`config.mk`:
```
export PLATFORM = sky130hd
export DESIGN_NAME = crc7_serial
export DESIGN_NICKNAME = d
export VERILOG_FILES = /design/src/rtl/crc7_serial.sv
export SDC_FILE = /design/constraint.sdc
export NUM_CORES = 1
export LEC_CHECK = 0
export CAP_MARGIN = 0
export CORE_AREA = 2 2 39 41
export CTS_CLUSTER_SIZE = 28
export DETAILED_ROUTE_END_ITERATION = 12
export DIE_AREA = 0 0 41 43
export GPL_TIMING_DRIVEN = 1
export PLACE_DENSITY = 0.3
export SLEW_MARGIN = 10
export SYNTH_ARGS = -nofsm -noshare
export SYNTH_HDL_FRONTEND = slang
export SYNTH_SLANG_ARGS = --single-unit
```
`constraint.sdc`:
```
create_clock -name iclk -period 1.05 [get_ports iclk]
set_input_delay 0.2625 -clock iclk [delete_from_list [all_inputs] [get_ports iclk]]
set_output_delay 0.2625 -clock iclk [all_outputs]
set_load 0.02 [all_outputs]
```
`src/rtl/crc7_serial.sv`:
```
// Bit-serial CRC7 (x^7 + x^3 + 1) generator/checker for the SD CMD line.
// Absorbs message bits MSB first, then shifts the CRC out MSB first while iunload is high.
module crc7_serial (
  input  logic iclk,
  input  logic irst,
  input  logic idata,
  input  logic iunload,
  output logic ocrc
);

  logic [6:0] crc_q;
  logic [6:0] crc_d;
  logic       fb;

  always_comb begin
    fb    = idata ^ crc_q[6];
    crc_d = crc_q;
    if (iunload) begin
      crc_d = {crc_q[5:0], 1'b0};
    end else begin
      // Feedback enters at bit 0 and is folded into the x^3 tap.
      crc_d = {crc_q[5:3], crc_q[2] ^ fb, crc_q[1:0], fb};
    end
  end

  always_ff @(posedge iclk) begin
    if (irst) begin
      crc_q <= 7'b0000000;
    end else begin
      crc_q <= crc_d;
    end
  end

  assign ocrc = crc_q[6];

endmodule

```
==> run summary <==
The worst register-to-register path has a depth of 4. The routed wire length is roughly 350 µm. Registers take around 140 µm².

The count of buffers added on input and output ports is 4. The initial utilization of the core area, before any placement, comes to 14.6%. dfxtp_1 is the most common cell in the netlist. During synthesis, Yosys emitted a total of 0 warnings.

Across the run, the number of max-cap violations was 0. The maximum vdd drop came out at 0.417 mV. Buffers inserted during clock tree synthesis total 3.

The die is between 40 and 50 µm tall. Sorting the synthesized cells by area gives the leading types as dfxtp_1 70%, nor2b_1 16%, xnor2_1 4.3%, or3_1 3.1%, a21oi_1 2.5%. The count of hold-fix buffers inserted at cts came out at 0.

The number of detailed-route iterations in the first pass is 1. The full die area came out at 0.00176 mm². TritonCTS built the clock tree. For the pin with the worst max-slew slack, the measured transition is about 250 ps. The total standard cell area after synthesis is 201 µm².

The number of DRC violations after detailed routing is 0. For this run, the leading register cell type out of synthesis is dfxtp_1. The worst-case setup slack after placement is -334 ps. Entering global routing, the biggest net connects 8 pins. The number of failing hold endpoints at the final stage is 0. The share of the synthesized area in the top cell type came out at between 60% and 70%.

The worst-case clock buffer depth came out at 2. The post-route clock skew is 0.273 ps. The global-route usage over all layers came out at under 10%. The share of the yosys chip area belonging to registers is a little over two thirds. The synthesis-to-finish area growth is 59.0%.

The min-delay analysis places its worst path in the category flop to flop. Data arrives at the worst endpoint at ~1200 ps. The count of distinct cell types in the synthesized netlist came out at 7. The shortest clock period the worst path allows after layout is between 1000 and 1500 ps. The power per cell area is around 1700 mW/mm². The category of the worst setup path launch point is a flop. The die extent in x is about 41 µm.

The synthesized netlist net count is 21. The site row count is 14. The count of boundary I/O pins came out at 5. STA classifies the critical path endpoint as a flop.

In this run the critical register-to-register path is launched from crc_q[6]. At the later pin of the worst-skew pair, clock insertion delay measures 240 ps. The synthesized instance count is 17. The total count of max-transition violations in the final report is 0.

The number of global-route vias before repair is approximately 150. The tree is rooted in a clkbuf_4. The critical path starts at crc_q[6]. Setup repair after global routing could not meet its margin everywhere. For the worst setup path, the data required time is approximately 1200 ps.

For this run, asynchronously set or reset flops after synthesis account for 0%. The number of synthesized flops with an enable pin is 0. The placer congestion estimate came out at 0.593. The wire length of the first global-routing pass is about 600 µm. The analysis attributes to cell leakage a power of roughly 0.13 nW. Fill cells in the final layout number roughly 160. The register with the most flip-flops in the layout has 7 of them. The highest achievable clock rate came out at 938 MHz. The mean instance size in the synthesized netlist came out at ~12 µm². The multi-input logic area came out at between 70 and 80 µm².

The routed length per instance came out at 7.95 µm. The setup slack on the worst flop-to-flop path is -20 ps. The maximum fanout encountered on the critical timing path came out at 2. In the final layout, the registers with the most flip-flops are crc_q (7). The critical path is of the flop to flop type.

The number of antenna violations at the first check in global routing came out at 0. The relative slew slack is approximately 83%. The final net count came out at 33. The largest register by flop count is crc_q. The number of failing setup endpoints in the final timing report is 1. The number of vias after detailed routing came out at between 100 and 150. The core region is 0.00138 mm².

The final reports fail on negative setup slack. The top cell type by total area after synthesis is dfxtp_1. The run finished, with violations left. The remaining antenna violation count is 0. The final hold slack is 431 ps.

The count of inserted antenna diode cells is 0. Ranked by instance count, the synthesized netlist is headed by 7 x dfxtp_1, 5 x nor2b_1. The clock sink count came out at 7.

The first routing iteration left 0 violations. The number of register bits inferred by synthesis came out at 7. The setup TNS came out at -16.2 ps. The clock-pin slew of the registers on the worst-case setup and hold paths is about 50 ps. The worst flop-to-flop path endpoint is crc_q[3]. The worst setup path endpoint is crc_q[3]. The number of H-tree levels is 1. The share of cells above drive strength 1 came out at between 30% and 40%. The total overflow reported by the global router is 0.

The portion of the clock cycle consumed by the worst path in the final layout is 102%. Across all setup checks in the final design, the least slack found is -16.2 ps. After detailed routing, the number of vias per cell comes to between 3 and 4.
layout make-up:
type | count | area share, %
Timing Repair Buffer | 7 | 18.8
Multi-Input combinational cell | 10 | 22.7
Clock buffer | 4 | 8.20
Sequential cell | 7 | 44.1
Tap cell | 16 | 6.25
through the flow:
stage / area [µm²] / power, W / util [%] / cells
3_5_place_dp: 284 / 0.000315 / 20.5 / 40
2_1_floorplan: 201 / 0.000290 / - / 17
5_1_grt: 320 / 0.000582 / 23.1 / 44
3_3_place_gp: 284 / 0.000315 / 20.5 / 40
6_report: 320 / 0.000548 / 23.1 / 44
4_1_cts: 320 / 0.000562 / 23.1 / 44
layer usage:
layer / global-route usage, % / up-vias / share of wire [%]
met5: 0 / - / 0
met4: 8.00 / 0 / 0
met3: 4.71 / 0 / 11
met2: 6.56 / 4 / 43
met1: 6.45 / 63 / 45
li1: - / 77 / -
worst max-delay path: stages (launching register included):
cell	delay (ps)
dfxtp_2	320
buf_6	110
xnor2_2	130
or3_1	320
a21oi_2	120
what timing repair did:
action | in CTS | in global routing
gates resized for setup | 10 | 0
setup buffers | 0 | 0
setup endpoints to repair | 2 | 1
pin swaps | 1 | 0
placed cells by master, fill, tap and decap left out, drive strengths merged:
cell type,netlist,layout
clkbuf,0,4
or3,1,1
buf,0,4
o21ai,1,1
dlygate4sd2,0,1
clkdlybuf4s50,0,2
dfxtp,7,7
xnor2,1,1
nor3,1,1
a21oi,1,1
nor2b,5,5
worst min-delay path by stage:
stage	start	end	slack [ps]	cells after the start
after floorplan	irst	crc_q[3]	330	1
after detailed placement	crc_q[5]	crc_q[6]	420	1
after global placement	crc_q[1]	crc_q[2]	420	1
after CTS	crc_q[5]	crc_q[6]	430	1
final	crc_q[5]	crc_q[6]	430	1
after global routing	crc_q[5]	crc_q[6]	460	1
cell families (layout without fill, tap and decap cells):
| logic type | count (synthesis) | after routing | synth area share (%) |
|---|---|---|---|
| flip-flops | 7 | 7 | 69.6 |
| AND/OR/NAND/NOR | 7 | 7 | 21.1 |
| AO/OA/AOI/OAI | 2 | 2 | 4.96 |
| XOR/XNOR | 1 | 1 | 4.35 |
| buffers and inverters | 0 | 11 | 0 |
power breakdown:
part           internal [W]  switching (W)
combinational     0.0000226      0.0000137
sequential         0.000274     0.00000164
clock              0.000145      0.0000920
total              0.000441       0.000107
Note: power is estimated with default switching activity, not from simulation.
